File: config.mk
export PLATFORM = sky130hd
export DESIGN_NAME = debounce_bank_flat
export DESIGN_NICKNAME = d
export VERILOG_FILES = /design/src/rtl/debounce_pkg.sv /design/src/rtl/debounce_bank_if.sv /design/src/rtl/debounce_channel.sv /design/src/rtl/debounce_bank.sv /design/src/flat_wrapper.sv
export SDC_FILE = /design/constraint.sdc
export NUM_CORES = 1
export LEC_CHECK = 0
export ABC_AREA = 1
export CAP_MARGIN = 10
export CORE_MARGIN = 2
export CORE_UTILIZATION = 45
export DETAILED_ROUTE_END_ITERATION = 12
export SLEW_MARGIN = 20
export SYNTH_ARGS = -nofsm -noshare
export SYNTH_HDL_FRONTEND = slang
export SYNTH_HIERARCHICAL = 1
export SYNTH_SLANG_ARGS = --single-unit
export TNS_END_PERCENT = 20
File: constraint.sdc
create_clock -name clk -period 1.6 [get_ports clk]
set_clock_uncertainty 0.2 [all_clocks]
set_input_delay 0.32 -clock clk [delete_from_list [all_inputs] [get_ports clk]]
set_output_delay 0.32 -clock clk [all_outputs]
set_load 0.01 [all_outputs]
File: src/rtl/debounce_pkg.sv
// Shared constants and sizing helpers for the debouncer bank and its channels.
package debounce_pkg;

  localparam int C_DEF_CLK_FRQ = 100_000_000;
  localparam int C_DEF_TICK_US = 100;
  localparam int C_DEF_STABLE  = 100;
  localparam int C_DEF_LONG    = 10_000;

  // Clock cycles per tick for a given clock frequency [Hz] and tick period [us].
  function automatic int prescale(input int clk_frq, input int tick_us);
    return clk_frq / 1_000_000 * tick_us;
  endfunction

  // Bits needed to count 0..n-1, never less than one.
  function automatic int cnt_width(input int n);
    return (n <= 2) ? 1 : $clog2(n);
  endfunction

endpackage

File: src/rtl/debounce_bank_if.sv
// Raw inputs and filtered outputs of a debouncer bank, one bit per channel.
interface debounce_bank_if #(
  parameter int C_CHANNELS = 4
) ();

  logic [C_CHANNELS-1:0] in;
  logic [C_CHANNELS-1:0] out;
  logic [C_CHANNELS-1:0] rise;
  logic [C_CHANNELS-1:0] fall;
  logic [C_CHANNELS-1:0] long;

  modport master (output in, input out, rise, fall, long);
  modport slave  (input in, output out, rise, fall, long);

endinterface

File: src/rtl/debounce_channel.sv
// One debounced channel: synchroniser, stability counter, edge strobes and,
// when DEBOUNCE_BANK_LONG_EN is defined, the long-press counter and strobe.
module debounce_channel
  import debounce_pkg::*;
#(
  parameter int C_STABLE = C_DEF_STABLE
`ifdef DEBOUNCE_BANK_LONG_EN
  , parameter int C_LONG = C_DEF_LONG
`endif
) (
  input  logic clk,
  input  logic rstb,
  input  logic tick,
  input  logic in,
  output logic out,
  output logic rise,
  output logic fall,
  output logic long
);

  localparam int CW = cnt_width(C_STABLE + 1);
  localparam logic [CW-1:0] STABLE_LAST = CW'(C_STABLE - 1);

  logic          s1_reg;
  logic          s2_reg;
  logic [CW-1:0] cnt_reg;
  logic          out_reg;
  logic          rise_reg;
  logic          fall_reg;

  // Any return to the accepted level clears cnt, so glitches restart the wait.
  always_ff @(posedge clk) begin
    if (!rstb) begin
      s1_reg   <= 1'b0;
      s2_reg   <= 1'b0;
      cnt_reg  <= '0;
      out_reg  <= 1'b0;
      rise_reg <= 1'b0;
      fall_reg <= 1'b0;
    end else begin
      s1_reg   <= in;
      s2_reg   <= s1_reg;
      rise_reg <= 1'b0;
      fall_reg <= 1'b0;
      if (s2_reg == out_reg) begin
        cnt_reg <= '0;
      end else if (tick) begin
        if (cnt_reg == STABLE_LAST) begin
          out_reg  <= s2_reg;
          cnt_reg  <= '0;
          rise_reg <= s2_reg;
          fall_reg <= ~s2_reg;
        end else begin
          cnt_reg <= cnt_reg + 1'b1;
        end
      end
    end
  end

  assign out  = out_reg;
  assign rise = rise_reg;
  assign fall = fall_reg;

`ifdef DEBOUNCE_BANK_LONG_EN
  localparam int LW = cnt_width(C_LONG + 1);
  localparam logic [LW-1:0] LONG_MAX  = LW'(C_LONG);
  localparam logic [LW-1:0] LONG_LAST = LW'(C_LONG - 1);

  logic [LW-1:0] lcnt_reg;
  logic          long_reg;

  // Saturation at LONG_MAX is what prevents auto-repeat until out drops.
  always_ff @(posedge clk) begin
    if (!rstb) begin
      lcnt_reg <= '0;
      long_reg <= 1'b0;
    end else begin
      long_reg <= 1'b0;
      if (!out_reg) begin
        lcnt_reg <= '0;
      end else if (tick && (lcnt_reg != LONG_MAX)) begin
        lcnt_reg <= lcnt_reg + 1'b1;
        long_reg <= (lcnt_reg == LONG_LAST);
      end
    end
  end

  assign long = long_reg;
`else
  assign long = 1'b0;
`endif

endmodule

File: src/rtl/debounce_bank.sv
// Multi-channel debouncer: one shared tick prescaler feeding C_CHANNELS
// debounce_channel instances. Long-press logic is built with DEBOUNCE_BANK_LONG_EN.
module debounce_bank
  import debounce_pkg::*;
#(
  parameter int C_CLK_FRQ  = C_DEF_CLK_FRQ,
  parameter int C_TICK_US  = C_DEF_TICK_US,
  parameter int C_CHANNELS = 4,
  parameter int C_STABLE   = C_DEF_STABLE,
  parameter int C_LONG     = C_DEF_LONG
) (
  input logic           clk,
  input logic           rstb,
  debounce_bank_if.slave bus
);

  localparam int C_PRESCALE = prescale(C_CLK_FRQ, C_TICK_US);
  localparam int PW = cnt_width(C_PRESCALE);
  localparam logic [PW-1:0] PRE_LAST = PW'(C_PRESCALE - 1);
  localparam bit CFG_OK = (C_PRESCALE >= 2) && (C_CHANNELS >= 1) &&
                          (C_STABLE >= 1) && (C_LONG >= 1);

  if (!CFG_OK) begin : g_bad_cfg
    $error("debounce_bank: need C_PRESCALE>=2 and C_CHANNELS, C_STABLE, C_LONG >= 1");
  end

  logic [PW-1:0] pre_reg;
  logic          tick_reg;

  always_ff @(posedge clk) begin
    if (!rstb) begin
      pre_reg  <= '0;
      tick_reg <= 1'b0;
    end else begin
      tick_reg <= (pre_reg == PRE_LAST);
      pre_reg  <= (pre_reg == PRE_LAST) ? '0 : pre_reg + 1'b1;
    end
  end

  logic [C_CHANNELS-1:0] out_vec;
  logic [C_CHANNELS-1:0] rise_vec;
  logic [C_CHANNELS-1:0] fall_vec;
  logic [C_CHANNELS-1:0] long_vec;

  for (genvar gi = 0; gi < C_CHANNELS; gi++) begin : g_ch
    debounce_channel #(
      .C_STABLE(C_STABLE)
`ifdef DEBOUNCE_BANK_LONG_EN
      , .C_LONG(C_LONG)
`endif
    ) u_ch (
      .clk  (clk),
      .rstb (rstb),
      .tick (tick_reg),
      .in   (bus.in[gi]),
      .out  (out_vec[gi]),
      .rise (rise_vec[gi]),
      .fall (fall_vec[gi]),
      .long (long_vec[gi])
    );
  end

  assign bus.out  = out_vec;
  assign bus.rise = rise_vec;
  assign bus.fall = fall_vec;
  assign bus.long = long_vec;

endmodule

File: src/flat_wrapper.sv
// flat-port wrapper written by rule: the top's interface ports become plain ports
module debounce_bank_flat import debounce_pkg::*;
#(
  parameter int C_CLK_FRQ  = C_DEF_CLK_FRQ,
  parameter int C_TICK_US  = C_DEF_TICK_US,
  parameter int C_CHANNELS = 4,
  parameter int C_STABLE   = C_DEF_STABLE,
  parameter int C_LONG     = C_DEF_LONG
)
  (clk, rstb, bus_in, bus_out, bus_rise, bus_fall, bus_long);
  debounce_bank_if #(.C_CHANNELS(C_CHANNELS)) bus_i ();
  input logic clk;
  input logic rstb;
  input wire logic [$bits(bus_i.in)-1:0] bus_in;
  output wire logic [$bits(bus_i.out)-1:0] bus_out;
  output wire logic [$bits(bus_i.rise)-1:0] bus_rise;
  output wire logic [$bits(bus_i.fall)-1:0] bus_fall;
  output wire logic [$bits(bus_i.long)-1:0] bus_long;
  assign bus_i.in = bus_in;
  assign bus_out = bus_i.out;
  assign bus_rise = bus_i.rise;
  assign bus_fall = bus_i.fall;
  assign bus_long = bus_i.long;
  debounce_bank #(.C_CLK_FRQ(C_CLK_FRQ), .C_TICK_US(C_TICK_US), .C_CHANNELS(C_CHANNELS), .C_STABLE(C_STABLE), .C_LONG(C_LONG)) u_core (.clk(clk), .rstb(rstb), .bus(bus_i));
endmodule
Word level (Yosys, flattened, before mapping)
Cells that the tools add are included.
{"block": "classes", "n_addsub": 5, "eq_ne": 9, "muxes": 4, "bitwise": 14, "n_reduce_logical": 13}
{"op": "7-bit by 1-bit adder with 7-bit output (second input constant)", "n": 4}
{"op": "7-bit == test (second input constant)", "n": 4}
{"op": "7-bit 2-to-1 mux", "n": 4}
{"op": "4-bit OR reduction", "n": 4}
{"op": "14-bit by 1-bit adder with 14-bit output (second input constant)", "n": 1}
{"op": "14-bit == test (second input constant)", "n": 1}
{"op": "1-bit inverter", "n": 14}
{"op": "3-bit AND reduction", "n": 4}
{"op": "2-bit OR reduction", "n": 5}
{"op": "1-bit == test", "n": 4}
{"block": "word_totals", "register_bits": 63, "input_bits": 6, "output_inout_bits": 16, "word_cells": 71}

Logic depth before layout (Yosys ltp)
{"block": "depth", "word_depth": 3, "ltp_mapped": 8, "depth_no_buf": 8}

By module
The synthesis kept the hierarchy.
{"mod": "debounce_channel at u_core.g_ch[0].u_ch ...", "n_inst": 3, "cells_each": 73, "area_each_um2": 564.3, "seq_area_each_um2": 240.2}
{"mod": "debounce_bank", "n_inst": 1, "cells_each": 116, "area_each_um2": 770.7, "seq_area_each_um2": 300.3}
{"mod": "debounce_channel at u_core.g_ch[3].u_ch", "n_inst": 1, "cells_each": 69, "area_each_um2": 554.3, "seq_area_each_um2": 240.2}

Worst setup path after synthesis
No wires, ideal clock.
{"block": "synth_timing", "kind": "reg-to-reg", "from": "register u_core.pre_reg[0]", "to": "register u_core.pre_reg[8]", "setup_time_ns": 0.114, "arrival_ns": 1.105, "required_ns": 1.286, "setup_slack_ns": 0.180, "path_stages_with_launch": 8, "path_buffers": 1, "synth_period_minus_slack_ns": 1.420, "path_cell_list": "dfxtp_1 > ha_1 > nand3_2 > nor2_1 > nand2_1 > nand2_2 > buf_6 > nor2_1"}
{"block": "synth_between", "elab_chain_cells": 2, "word_cells_on_any_way": 3, "cone_classes": "add/sub (1); eq/ne (1); reduce/logical (1)"}
{"element": "from (decl)", "line": "debounce_bank.sv:27", "text": "logic [PW-1:0] pre_reg;"}
{"element": "from (signal assigned)", "line": "debounce_bank.sv:36", "text": "pre_reg <= (pre_reg == PRE_LAST) ? '0 : pre_reg + 1'b1;"}
{"element": "parallel branches: the longest is 2 deep, another holds 14-bit by 1-bit adder with 14-bit output"}
Several ways; the timed one is not identified.
A chain may end at the register's enable or synchronous reset.

Worst setup path after layout
{"block": "layout_timing", "from": "register u_core.g_ch[1].u_ch.out_reg", "to": "output bus_out[1]"}
{"element": "from (decl)", "line": "debounce_channel.sv:27", "text": "logic out_reg;"}
{"element": "from (signal assigned)", "line": "debounce_channel.sv:49", "text": "out_reg <= s2_reg;"}
{"element": "to (decl)", "line": "flat_wrapper.sv:15", "text": "output wire logic [$bits(bus_i.out)-1:0] bus_out;"}
No word-level cell between the ends.

==> metrics.yaml <==
status: "finished, violations left"
violations: "DRC"
row_count: 29
worst_path_max_delay_cell: "dfxtp_1"
clock-root-buffer: "clkbuf_8"
p_leak_nw: 1.35
avgSynthCellArea_um2: 7.47
grt_pass1_vias: 2215
power.density_mw_per_mm2: 837
hold_class: "reg2reg"
syn-num-nets: 415
firstDrtPassIters: 10
htreeDepth: 3
cp_max_fo: 4
cts_made_buffers: 9
post_synth_inst_count: 404
maxCapViolations: 0
clk_latency_ps: 330
cp_top_family: "flip-flops"
vias: 2440
rsz0062_at_grt: "false"
viasPerCell: 4.73
dpl.hpwl_um: 3910
cp.required_ps: 1080
end_kind: "primary output"
postCtsSetupBuffers: 0
wl_per_cell_um: 10.2
cell_internal_pwr_mw: 2.27
pwr-share-clk_pct: 42.3
yosysWarnings: 6
ys_ff_latch: 63
num_io_pins: 22
ant_nets: 0
numPortBuffers: 17
fin_util_pct: 54.1
hold_violations: 0
drive_gt1_share_pct: 18.9
initialDrtViolationCount: 77
wl_met2_um: 2390
route.met3.wl_um: 225
cp.arrival_ps: 1000
synth_cell_types: 28
cts_num_sinks: 63
chipHeight_um: 85.9
antenna_found_initial: 0
fmax_mhz: 658
p_total_mw: 2.91
insertedDiodeCount: 0
grt_max_degree: 19
crit_type: "reg2out"
cts_buffer_depth: 2
startpoint_type: "flip-flop"
cts.clk_slew.worst_paths_ps: 70
design_area_mm2: 0.00348
switching_power_mw: 0.644
routed_wl_um: 5280
track_usage_pct: 15.5
layout.nets: 445
fp.dieArea_mm2: 0.00738
finalSetupViolCount: 0
post-route-period-util_pct: 95.0
synth_seq_area_share_pct: 41.8
gp_congestion: 0.789
die_w_um: 85.9
grt_pass1_wl_um: 9240
core_mm2: 0.00642
fill_cells: 625
cp_cell_sequence: "dlygate4sd2_1"
power_frac_comb_pct: 2.9
dr.max_layer_used: "met4"
drt-met1-wl_um: 2580
cp.buffers_inverters: 1
p_sw_share_pct: 22.1
slowest_delay_ps: 390
drc: 3
period_minus_slack_ps: 1520
tritoncts: "built"
largest_register_ffs: 28
synth_area_mm2: 0.00302
pwr-share-seq_pct: 54.8
start_util_pct: 47.0
place_area_mm2: 0.00330
overflow: 0
slew_violations: 0
synthToLayoutAreaGrowth_pct: 15.2
vdd_drop_max_uv: 396
==> layout by cell type (no fill, tap or decap), types with 7 or more instances in the layout <==
cell,instances
a21oi_1,10
nand3_1,18
nor2_1,51
xor2_1,7
inv_1,48
dfxtp_1,63
buf_4,10
nand2_1,100
dlygate4sd2_1,12
nand4_1,11
clkbuf_8,11
nor2_2,21
nand2_2,12
==> final cells by class <==
| cell class | count | area [µm²] | area share [%] |
|---|---|---|---|
| clock buffer | 13 | 159 | 4.57 |
| clock inverter | 3 | 17.5 | 0.504 |
| inverter | 52 | 195 | 5.62 |
| multi-input combinational | 280 | 1500 | 43.1 |
| sequential | 63 | 1260 | 36.3 |
| tap | 77 | 96.3 | 2.77 |
| timing repair buffer | 28 | 250 | 7.20 |
==> path summary, 6_finish.rpt <==
kind | from | endpoint | slack (ps) | cells past startpoint
worst max-delay path | u_core/g_ch[1].u_ch/out | bus_out[1] | 80 | 1
worst min-delay path | u_core/g_ch[2].u_ch/s1_reg | u_core/g_ch[2].u_ch/s2_reg | 220 | 2
worst max register to register | u_core/pre_reg[1] | u_core/pre_reg[13] | 150 | 6
worst min register to register | u_core/g_ch[2].u_ch/s1_reg | u_core/g_ch[2].u_ch/s2_reg | 220 | 2
==> power by group through the flow <==
stage	Clock, mW	Sequential [mW]	Combinational, mW
2_1_floorplan	0	1.63	0.0529
6_report	1.23	1.60	0.0844
4_1_cts	1.27	1.59	0.0843
3_3_place_gp	0	1.63	0.0828
5_1_grt	1.33	1.60	0.0954
3_5_place_dp	0	1.63	0.0840
==> Yosys cell counts, drive strengths merged <==
cell type / instances / share of area, %
dfxtp: 63 / 42
a21oi: 13 / 2.5
xor2: 7 / 2.0
inv: 52 / 6.5
nor2: 78 / 13
conb: 4 / 0.50
nand3: 23 / 4.6
buf: 9 / 2.7
mux2i: 4 / 1.3
o21a: 1 / 0.25
nand2: 116 / 16
xnor2: 6 / 1.7
nand4: 11 / 2.3
nor3: 3 / 1.0
nand3b: 3 / 0.75
ha: 5 / 2.1
o21ai: 6 / 1.0
==> through the flow <==
stage | setup WS [ps] | TNS, ps | instances | hold slack (ps)
2_1_floorplan | 180 | 0 | 404 | 190
3_3_place_gp | -207 | -8390 | 500 | 198
3_5_place_dp | -236 | -8860 | 500 | 203
4_1_cts | 30.8 | 0 | 516 | 220
5_1_grt | 13.0 | 0 | 516 | 235
6_report | 79.2 | 0 | 516 | 216
==> what timing repair did <==
| action | in CTS | in global routing |
|---|---|---|
| hold buffers | 0 | 0 |
| endpoints found under the setup margin | 12 | 13 |
| gates cloned | 0 | 0 |
| gates resized for setup | 12 | 4 |
==> per-layer routing <==
layer  GRT usage [%]  vias to the layer above
met5               0                        -
met4            7.22                        0
met3            3.27                        9
met2            24.7                       49
met1            20.1                     1077
li1                -                     1305
==> kinds of logic after synthesis <==
family	count (synthesis)	synth area share (%)
AND/OR/NAND/NOR	234	37.6
flip-flops	63	41.8
buffers and inverters	61	9.12
AO/OA/AOI/OAI	20	3.77
XOR/XNOR	13	3.77
adder cells (fa/ha/maj)	5	2.07
other	4	0.497
multiplexers	4	1.33
Power figures use the tool's default switching activity.
